--- src/rtl/fpga_rst_boot_seq.sv ---
// FPGA reset/boot sequencer: synchronizes straps, debounces the reset button and
// holds the MCU in reset until clock lock. Optional exit-status latch: FPGA_EXIT_LATCH_EN.
//   state     | meaning
//   LOCK_WAIT | waiting for clock lock with button released
//   HOLD      | MCU reset held for RST_HOLD_CYCLES cycles
//   RUN       | MCU released, straps latched
module fpga_rst_boot_seq #(
  parameter int DEBOUNCE_CYCLES  = 1000,
  parameter int RST_HOLD_CYCLES  = 64,
  parameter int HEARTBEAT_LENGTH = 27
) (
  input  logic       clk_i,
  input  logic       rst_i,
  input  logic       clk_locked_i,
  input  logic       rst_btn_i,
  input  logic       boot_select_i,
  input  logic       execute_from_flash_i,
  input  logic       exit_valid_i,
  input  logic       exit_value_i,
  output logic       mcu_rst_no,
  output logic       boot_select_o,
  output logic       execute_from_flash_o,
  output logic       exit_value_o,
  output logic       exit_led_o,
  output logic       rst_led_o,
  output logic       clk_led_o,
  output logic [1:0] state_o
);

  typedef enum logic [1:0] {
    LOCK_WAIT = 2'd0,
    HOLD      = 2'd1,
    RUN       = 2'd2
  } state_t;

  localparam int DB_W   = $clog2(DEBOUNCE_CYCLES + 1);
  localparam int HOLD_W = $clog2(RST_HOLD_CYCLES + 1);
  localparam logic [DB_W-1:0]   DB_LAST   = DB_W'(DEBOUNCE_CYCLES - 1);
  localparam logic [HOLD_W-1:0] HOLD_LAST = HOLD_W'(RST_HOLD_CYCLES - 1);

  logic [1:0] lock_sync_q, btn_sync_q, boot_sync_q, flash_sync_q;
  logic [DB_W-1:0] db_cnt_q, db_cnt_d;
  logic btn_deb_q, btn_deb_d;
  logic [HOLD_W-1:0] hold_cnt_q, hold_cnt_d;
  logic [HEARTBEAT_LENGTH-1:0] hb_q;
  state_t state_q, state_d;
  logic mcu_rst_n_q, boot_sel_q, exec_flash_q;

  logic lock_s, btn_s;
  assign lock_s = lock_sync_q[1];
  assign btn_s  = btn_sync_q[1];

  // Debounce: counter restarts whenever the synchronized button agrees with the level.
  always_comb begin
    btn_deb_d = btn_deb_q;
    db_cnt_d  = '0;
    if (btn_s != btn_deb_q) begin
      if (db_cnt_q == DB_LAST) btn_deb_d = btn_s;
      else db_cnt_d = db_cnt_q + DB_W'(1);
    end
  end

  always_comb begin
    state_d    = state_q;
    hold_cnt_d = hold_cnt_q;
    if (!lock_s) begin
      state_d = LOCK_WAIT;
    end else if (btn_deb_q && state_q != LOCK_WAIT) begin
      state_d = LOCK_WAIT;
    end else begin
      case (state_q)
        LOCK_WAIT: begin
          if (!btn_deb_q) begin
            state_d    = HOLD;
            hold_cnt_d = '0;
          end
        end
        HOLD: begin
          if (hold_cnt_q == HOLD_LAST) state_d = RUN;
          else hold_cnt_d = hold_cnt_q + HOLD_W'(1);
        end
        RUN:     state_d = RUN;
        default: state_d = LOCK_WAIT;
      endcase
    end
  end

  always_ff @(posedge clk_i) begin
    if (rst_i) begin
      lock_sync_q  <= '0;
      btn_sync_q   <= '0;
      boot_sync_q  <= '0;
      flash_sync_q <= '0;
      db_cnt_q     <= '0;
      btn_deb_q    <= 1'b0;
      hold_cnt_q   <= '0;
      hb_q         <= '0;
      state_q      <= LOCK_WAIT;
      mcu_rst_n_q  <= 1'b0;
      boot_sel_q   <= 1'b0;
      exec_flash_q <= 1'b0;
    end else begin
      lock_sync_q  <= {lock_sync_q[0], clk_locked_i};
      btn_sync_q   <= {btn_sync_q[0], rst_btn_i};
      boot_sync_q  <= {boot_sync_q[0], boot_select_i};
      flash_sync_q <= {flash_sync_q[0], execute_from_flash_i};
      db_cnt_q     <= db_cnt_d;
      btn_deb_q    <= btn_deb_d;
      hold_cnt_q   <= hold_cnt_d;
      hb_q         <= hb_q + HEARTBEAT_LENGTH'(1);
      state_q      <= state_d;
      // Registered from next state so the MCU release coincides with RUN.
      mcu_rst_n_q  <= (state_d == RUN);
      if (state_q == HOLD && state_d == RUN) begin
        boot_sel_q   <= boot_sync_q[1];
        exec_flash_q <= flash_sync_q[1];
      end
    end
  end

`ifdef FPGA_EXIT_LATCH_EN
  logic exit_val_q, exit_led_q, hold_entry;
  assign hold_entry = (state_d == HOLD) && (state_q != HOLD);

  // First exit report in RUN is kept until reset or the next HOLD entry.
  always_ff @(posedge clk_i) begin
    if (rst_i || hold_entry) begin
      exit_val_q <= 1'b0;
      exit_led_q <= 1'b0;
    end else if (state_q == RUN && exit_valid_i && !exit_led_q) begin
      exit_val_q <= exit_value_i;
      exit_led_q <= 1'b1;
    end
  end

  assign exit_value_o = exit_val_q;
  assign exit_led_o   = exit_led_q;
`else
  logic unused_exit_valid;
  assign unused_exit_valid = exit_valid_i;
  assign exit_value_o      = exit_value_i;
  assign exit_led_o        = 1'b0;
`endif

  assign mcu_rst_no           = mcu_rst_n_q;
  assign rst_led_o            = mcu_rst_n_q;
  assign boot_select_o        = boot_sel_q;
  assign execute_from_flash_o = exec_flash_q;
  assign clk_led_o            = hb_q[HEARTBEAT_LENGTH-1];
  assign state_o              = state_q;

endmodule

--- config.mk ---
export PLATFORM = sky130hd
export DESIGN_NAME = fpga_rst_boot_seq
export DESIGN_NICKNAME = d
export VERILOG_FILES = /design/src/rtl/fpga_rst_boot_seq.sv
export SDC_FILE = /design/constraint.sdc
export NUM_CORES = 1
export LEC_CHECK = 0
export ABC_AREA = 1
export CAP_MARGIN = 5
export CORE_MARGIN = 10
export CORE_UTILIZATION = 52
export DETAILED_ROUTE_END_ITERATION = 10
export HOLD_SLACK_MARGIN = 0.02
export PLACE_DENSITY = 0.71
export SLEW_MARGIN = 20
export SYNTH_ARGS = -nofsm -noshare
export SYNTH_HDL_FRONTEND = slang
export SYNTH_SLANG_ARGS = --single-unit
--- constraint.sdc ---
create_clock -name clk_i -period 3.9 [get_ports clk_i]
set_clock_uncertainty 0.1 [all_clocks]
set_input_delay 0.39 -clock clk_i [delete_from_list [all_inputs] [get_ports clk_i]]
set_output_delay 0.39 -clock clk_i [all_outputs]
set_load 0.02 [all_outputs]
# --- After elaboration in Yosys (flattened, before gate mapping) ---
# Cells that the tools add are included.
word_totals:
  word_cells: 41
  register_bits: 58
op_classes:
  n_reduce_logical: 8
  eq_ne: 8
  addsub: 3
  bitwise_logic: 2
  muxes: 8
op_table:
  columns: ["op", "count"]
  rows:
  - ["$add A27 B1 Y27 const B", 1]
  - ["$mux W7", 2]
  - ["$pmux W7 S2", 1]
  - ["$add A10 B1 Y10 const B", 1]
  - ["$eq A10 B10 Y1 const B", 1]
  - ["$mux W2", 4]
  - ["$add A7 B1 Y7 const B", 1]
  - ["$eq A7 B6 Y1 const B", 1]
  - ["$pmux W2 S3", 1]
  - ["$reduce_and A5 Y1", 1]
  - ["$eq A2 B2 Y1 const B", 2]
  - ["$ne A2 B2 Y1 const B", 2]
  - ["$reduce_bool A2 Y1", 2]
  - ["$reduce_or A3 Y1", 1]
  - ["$eq A2 B1 Y1 const B", 1]
  - ["$logic_and A1 B1 Y1", 2]
  - ["$logic_not A2 Y1", 1]
  - ["$not A1 Y1", 2]
  - ["$reduce_and A2 Y1", 1]
  - ["$ne A1 B1 Y1", 1]

# --- Logic depth before layout (Yosys ltp) ---
# Gate-level depths: netlist of the first run.
logic_depth:
  ltp_word: 7
  depth_mapped: 9

# --- Least setup slack after synthesis of the first run ---
# No wires, ideal clock.
synth_path:
  path_type: "reg2reg"
  from: "register hb_q[0]"
  to: "register hb_q[14]"
  stages_incl_launch_ff: 8
  synth_period_minus_slack_ns: 1.490
  slack_ns: 2.410
  arrival_time_ns: 1.263
  setup_time_ns: 0.128
  required_ns: 3.672
  n_path_buf: 0
  path_cell_list: "dfxtp_1 ha_1 nand2_2 nor2_4 nand2_1 o21a_1 nor2_1 nor2_1"
synth_via:
  elab_chain_cells: 1
synth_rtl:
  columns: ["element", "line_no", "source"]
  rows:
  - ["start, declared", "45", "logic [HEARTBEAT_LENGTH-1:0] hb_q;"]
  - ["start signal, assigned", "110", "hb_q <= hb_q + HEARTBEAT_LENGTH'(1);"]
  - ["$add A27 B1 Y27", "110", null]
# No other way between the ends.
# A chain may end at the register's enable or synchronous reset.

# --- Worst setup path after layout of the first run ---
layout_path:
  from: "register state_q[0] (netlist: state_o[0])"
  to: "output port state_o[0]"
layout_lines:
  columns: ["element", "line_no", "source"]
  rows:
  - ["start, declared", "46", "state_t state_q, state_d;"]
  - ["start signal, assigned", "111", "state_q <= state_d;"]
  - ["end, declared", "27", "output logic [1:0] state_o"]
# No word-level cell between the ends.

==> impl_metrics.toml, run 1 <==
[min_path]
hp-class = "flop to flop"
worstHoldStart = "flash_sync_q[0]$_SDFF_PP0_"

[setup_path]
cp_top_family = "buffers and inverters"
r2r_start = "hb_q[0]$_SDFF_PP0_"
path_cells = "clkdlybuf4s50_1"
crit_start = "state_o[0]$_SDFF_PP0_"
crit_path_end_kind = "output port"
crit_type = "flop to output port"
regToRegSetupSlack_ns = 2.19
worstPathArrival_ns = 1.48
critPathLaunchType = "flop"
worst-path-max-fanout = 6
slowest_delay_ns = 0.67
worstPathRequired_ns = 3.41
cp_num_buf_inv = 1
cpMaxStageDelayCell = "clkdlybuf4s50_1"

[timing]
final_max_slew_viol_count = 0
fin_tns_setup_ns = 0
post-route-period-util_pct = 50.47
grt_setup_unrepaired = "false"
final-hold-violation-count = 0
fin_crit_ns = 1.968
worst_hold_slack_ns = 0.3026
setup_viol = 0
fmax_mhz = 508.0

[cts]
cts_resized = 0
cts_tree = "yes"
numCtsBuffers = 9
cts-root-buf = "clkbuf_8"
htreeDepth = 3
hold_buffers = 0
clk_latency_ns = 0.33
path_clk_slew_ns = 0.07
cts.sinks = 58
clk_path_buf_depth = 2
cts_setup_buffers = 0

[global_routing]
grt_max_degree = 35
grt_first_pass_wirelength_um = 9356
track_usage_pct = 13.28
grt_pass1_vias = 2212
grt.overflow.total = 0
antenna_found_initial = 0

[cells_and_area]
n_fill_cell = 472
multi_input_area_um2 = 1354
drive_gt1_share_pct = 8.612
postLayoutCoreUtil_pct = 61.71
n_antenna_cell = 0
area_delta_synth_final_pct = 15.66
fin_nets = 424
final_cells = 488
regArea_um2 = 1161

[floorplan]
fp.dieH_um = 92.39
start_util_pct = 53.36
dieArea_um2 = 8536
dieWidth_um = 92.39
boundaryPins = 17
core_um2 = 5107
rows = 26

[drt]
route.detailed.drc = 0
first_iter_violations = 92
drt-total-wl_um = 5295
dr_total_vias = 2353
first_pass_iters = 5
wl_per_cell_um = 10.85
routed_via_density = 4.822
final_antenna_net_count = 0

[power]
p_leak_nw = 1.097
power.density_nw_per_um2 = 423.0
peakVddDrop_mv = 0.2839
finalPower_w = 0.001333

[synthesis]
yosys.area_share.simple_pct = 39.49
synth_flop_cell = "dfxtp_1"
synthArstFlopShare_pct = 0
netlist_top_cells_count = "99 x nand2_1, 82 x nor2_1, 58 x dfxtp_1, 41 x inv_1, 28 x a21oi_1"
ys_seq_area_share_pct = 42.61
synth_compound_area_share_pct = 7.392
synth_mux_area_share_pct = 0
yosys-top-cells-area = "dfxtp_1 43%, nand2_1 14%, nor2_1 11%, inv_1 5.6%, a21oi_1 5.1%"
synth.avg_cell_area_um2 = 6.864
synth_top_area_share_pct = 42.61
synthesis.instances = 397
yosys_warnings = 0
synth-adder-area-share_pct = 1.377
syn_area_um2 = 2725
synth_top_area_cell = "dfxtp_1"
synthesis.nets = 408
synth.distinct_cells = 30
synth_edf_count = 0
synth.most_common_cell = "nand2_1"
yosys_register_bits = 58
yosys.area_share.xor_xnor_pct = 1.286
synth_top_family_by_area = "simple AND/OR/NAND/NOR gates"

[run]
cap_violations = 0

[place]
dp_hpwl_um = 3881
routabilityCongestion = 0.8806
dpl.cell_count = 472
io_buffers = 12

[run_status]
status = "finished clean"
[worst paths after layout]
path	end	cells past startpoint
worst max-delay path	state_o[0]	1
worst min-delay path	flash_sync_q[1]$_SDFF_PP0_	2
worst max register to register	hb_q[20]$_SDFF_PP0_	8
worst min register to register	flash_sync_q[1]$_SDFF_PP0_	2
[registers in the layout, summed over array words and instances, names as in the netlist]
register	cells
mcu_rst_no	1
flash_sync_q	2
state_o	2
execute_from_flash_o	1
boot_select_o	1
boot_sync_q	2
btn_sync_q	2
btn_deb_q	1
hb_q	27
lock_sync_q	2
db_cnt_q	10
hold_cnt_q	7
[cells in the final DEF (no fill, tap or decap), types with 2 or more instances in the layout]
cell / synthesis / layout
nand2_1: 99 / 99
nor2_1: 82 / 82
dfxtp_1: 58 / 58
inv_1: 41 / 41
a21oi_1: 28 / 28
nand3_1: 18 / 18
clkdlybuf4s50_1: 0 / 12
clkbuf_8: 0 / 11
nand3b_1: 8 / 8
o21ai_0: 7 / 7
nand4_1: 7 / 7
nor2_4: 4 / 4
inv_2: 4 / 4
nor3_1: 4 / 4
nor2_2: 3 / 3
nand2_2: 3 / 3
nand3_2: 3 / 3
xor2_1: 3 / 3
ha_1: 3 / 3
bufinv_16: 0 / 3
nor3b_1: 2 / 2
o21a_1: 2 / 2
or2_0: 2 / 2
[metal layers]
metal,up-vias,GRT usage [%],share of wire (%)
met5,-,0,0
met4,0,6.170,1.4
met3,4,4.036,2.5
met2,22,22.82,48
met1,1042,14.70,48
li1,1285,-,-
[kinds of logic after synthesis]
logic type,after synthesis
adders and majority gates,3
and+or+nand+nor,239
DFF,58
other,1
buffers and inverters,53
AOI/OAI and AO/OA,39
xor gates and xnor gates,4
[per-stage QoR]
stage | worst slack (ns) | instance area, um2
6_report | 1.932 | 3152
3_5_place_dp | 1.738 | 2899
2_1_floorplan | 2.410 | 2725
4_1_cts | 1.915 | 3152
3_3_place_gp | 1.774 | 2899
5_1_grt | 1.881 | 3152
[power breakdown]
part           switching [W]  internal, W  leakage [nW]
logic              0.0000213    0.0000129         0.505
clock network       0.000233     0.000460         0.123
registers         0.00000630     0.000600         0.470
total               0.000261      0.00107          1.10
[final cells by class]
type,instances,share of cell area (%)
Multi-Input combinational cell,286,42.95
Sequential cell,58,36.84
Inverter,45,5.359
Clock buffer,12,4.923
Timing Repair Buffer,13,4.049
Clock inverter,4,3.096
Tap cell,70,2.779
Power figures use the tool's default switching activity.
==> run 2: changes to the inputs <==
- clock period: 3.9 -> 2 ns (I/O delays scaled with it)
==> run 2 against run 1 <==
  * Sequential power is 95% higher
  * Non-clock buffer count grew 1
  * Clock power grew 70%
  * Clock-buffer cell count decreased by 1
  * Total power grew 83%
  * Largest cell class unchanged
  * Critical path type unchanged
  * Utilization fell by 0.51 points
  * Register-to-register slack worse by 1.9 ns
  * Combinational power grew 100%
  * Die area stayed put
==> impl_metrics.toml, run 2 (same netlist as run 1, synthesis figures left out) <==
[timing]
layout_setup_ws_ns = 0.2422
final-hold-violation-count = 0
setup_viol = 0
post-route-period-util_pct = 87.89
final_max_slew_viol_count = 0
fin_crit_ns = 1.758
fin_tns_setup_ns = 0
fmax_mhz = 568.9
grt_setup_unrepaired = "false"

[drt]
routed_via_density = 4.873
first_iter_violations = 89
drt-total-wl_um = 5273
wl_per_cell_um = 10.78
route.detailed.drc = 0
dr_total_vias = 2383
first_pass_iters = 4
final_antenna_net_count = 0

[cts]
cts_resized = 0
htreeDepth = 3
cts_setup_buffers = 0
clk_latency_ns = 0.34
hold_buffers = 0
clk_path_buf_depth = 2
cts.sinks = 58
cts_tree = "yes"
path_clk_slew_ns = 0.06
cts-root-buf = "clkbuf_8"
numCtsBuffers = 9

[global_routing]
track_usage_pct = 13.75
grt_max_degree = 34
grt_pass1_vias = 2188
grt.overflow.total = 0
grt_first_pass_wirelength_um = 9625
antenna_found_initial = 0

[power]
finalPower_w = 0.002434
p_leak_nw = 1.088
combinationalPowerShare_pct = 2.9
seq_power_share_pct = 48.6
clockPowerShare_pct = 48.6
peakVddDrop_mv = 0.4732
p_sw_w = 0.0005066
power.internal_w = 0.001927
power.density_nw_per_um2 = 778.7
swShare_pct = 20.82

[floorplan]
dieArea_um2 = 8536
dieWidth_um = 92.39
start_util_pct = 53.36
rows = 26
boundaryPins = 17
fp.dieH_um = 92.39
core_um2 = 5107

[cells_and_area]
drive_gt1_share_pct = 8.831
regArea_um2 = 1161
top_regs = "hb_q (27), db_cnt_q (10), hold_cnt_q (7)"
top_register = "hb_q"
final_cell_area_um2 = 3126
n_fill_cell = 490
final_common_cell = "nand2_1"
multi_input_area_um2 = 1354
fin_nets = 425
n_antenna_cell = 0
area_delta_synth_final_pct = 14.69
final_cell_mix = "99 x nand2_1, 82 x nor2_1, 58 x dfxtp_1"
largest_reg_flops = 27

[setup_path]
cp_top_family = "buffers and inverters"
regToRegSetupSlack_ns = 0.33
critPathLaunchType = "flop"
slowest_delay_ns = 0.66
path_cells = "clkdlybuf4s50_1"
cp_num_buf_inv = 1
cpMaxStageDelayCell = "clkdlybuf4s50_1"
worstPathRequired_ns = 1.70
worst-path-max-fanout = 6
crit_path_end_kind = "output port"
crit_type = "flop to output port"
worstPathArrival_ns = 1.46

[place]
post-place-ws_ns = 0.3436
io_buffers = 12
routabilityCongestion = 0.8652
place_area_um2 = 2907
dp_hpwl_um = 3916

[min_path]
hp-class = "input port to flop"

[run_status]
status = "finished clean"

[run]
cap_violations = 0
## run 2: through the flow
stage | std cells | util (%) | hold WS, ns
floorplan | 397 | - | 0.2070
global placement | 473 | 56.91 | 0.2906
detailed placement | 473 | 56.91 | 0.2956
CTS | 489 | 61.20 | 0.2655
global route | 489 | 61.20 | 0.2796
finish | 489 | 61.20 | 0.2789
## run 2: worst paths after layout
| path | startpoint | endpoint | depth (start not counted) |
|---|---|---|---|
| worst max register to register | hb_q[0]$_SDFF_PP0_ | hb_q[14]$_SDFF_PP0_ | 7 |
| worst min register to register | flash_sync_q[0]$_SDFF_PP0_ | flash_sync_q[1]$_SDFF_PP0_ | 2 |
| worst min-delay path | execute_from_flash_i | flash_sync_q[0]$_SDFF_PP0_ | 3 |
| worst max-delay path | state_o[0]$_SDFF_PP0_ | state_o[0] | 1 |
## run 2: area by class of cell
cell class	instances	share of cell area, %
repair buffers	14	4.323
inverters	45	5.404
multi-input cells	286	43.31
flip-flops and latches	58	37.15
clock inverters	5	2.482
clock buffers	11	4.524
well taps	70	2.802
## run 2: power by group through the flow
stage | logic [W] | clock network (W) | registers, W
finish | 0.0000697 | 0.00118 | 0.00118
floorplan | 0.0000506 | 0 | 0.00121
global route | 0.0000812 | 0.00127 | 0.00118
CTS | 0.0000703 | 0.00121 | 0.00118
global placement | 0.0000687 | 0 | 0.00121
detailed placement | 0.0000698 | 0 | 0.00121
## run 2: routing by layer
layer	vias to the layer above	global-route usage, %	share of wire, %
met5	-	0	0
met2	28	22.88	47
met1	1057	15.56	47
li1	1292	-	-
met3	6	4.681	4.1
met4	0	6.298	1.5
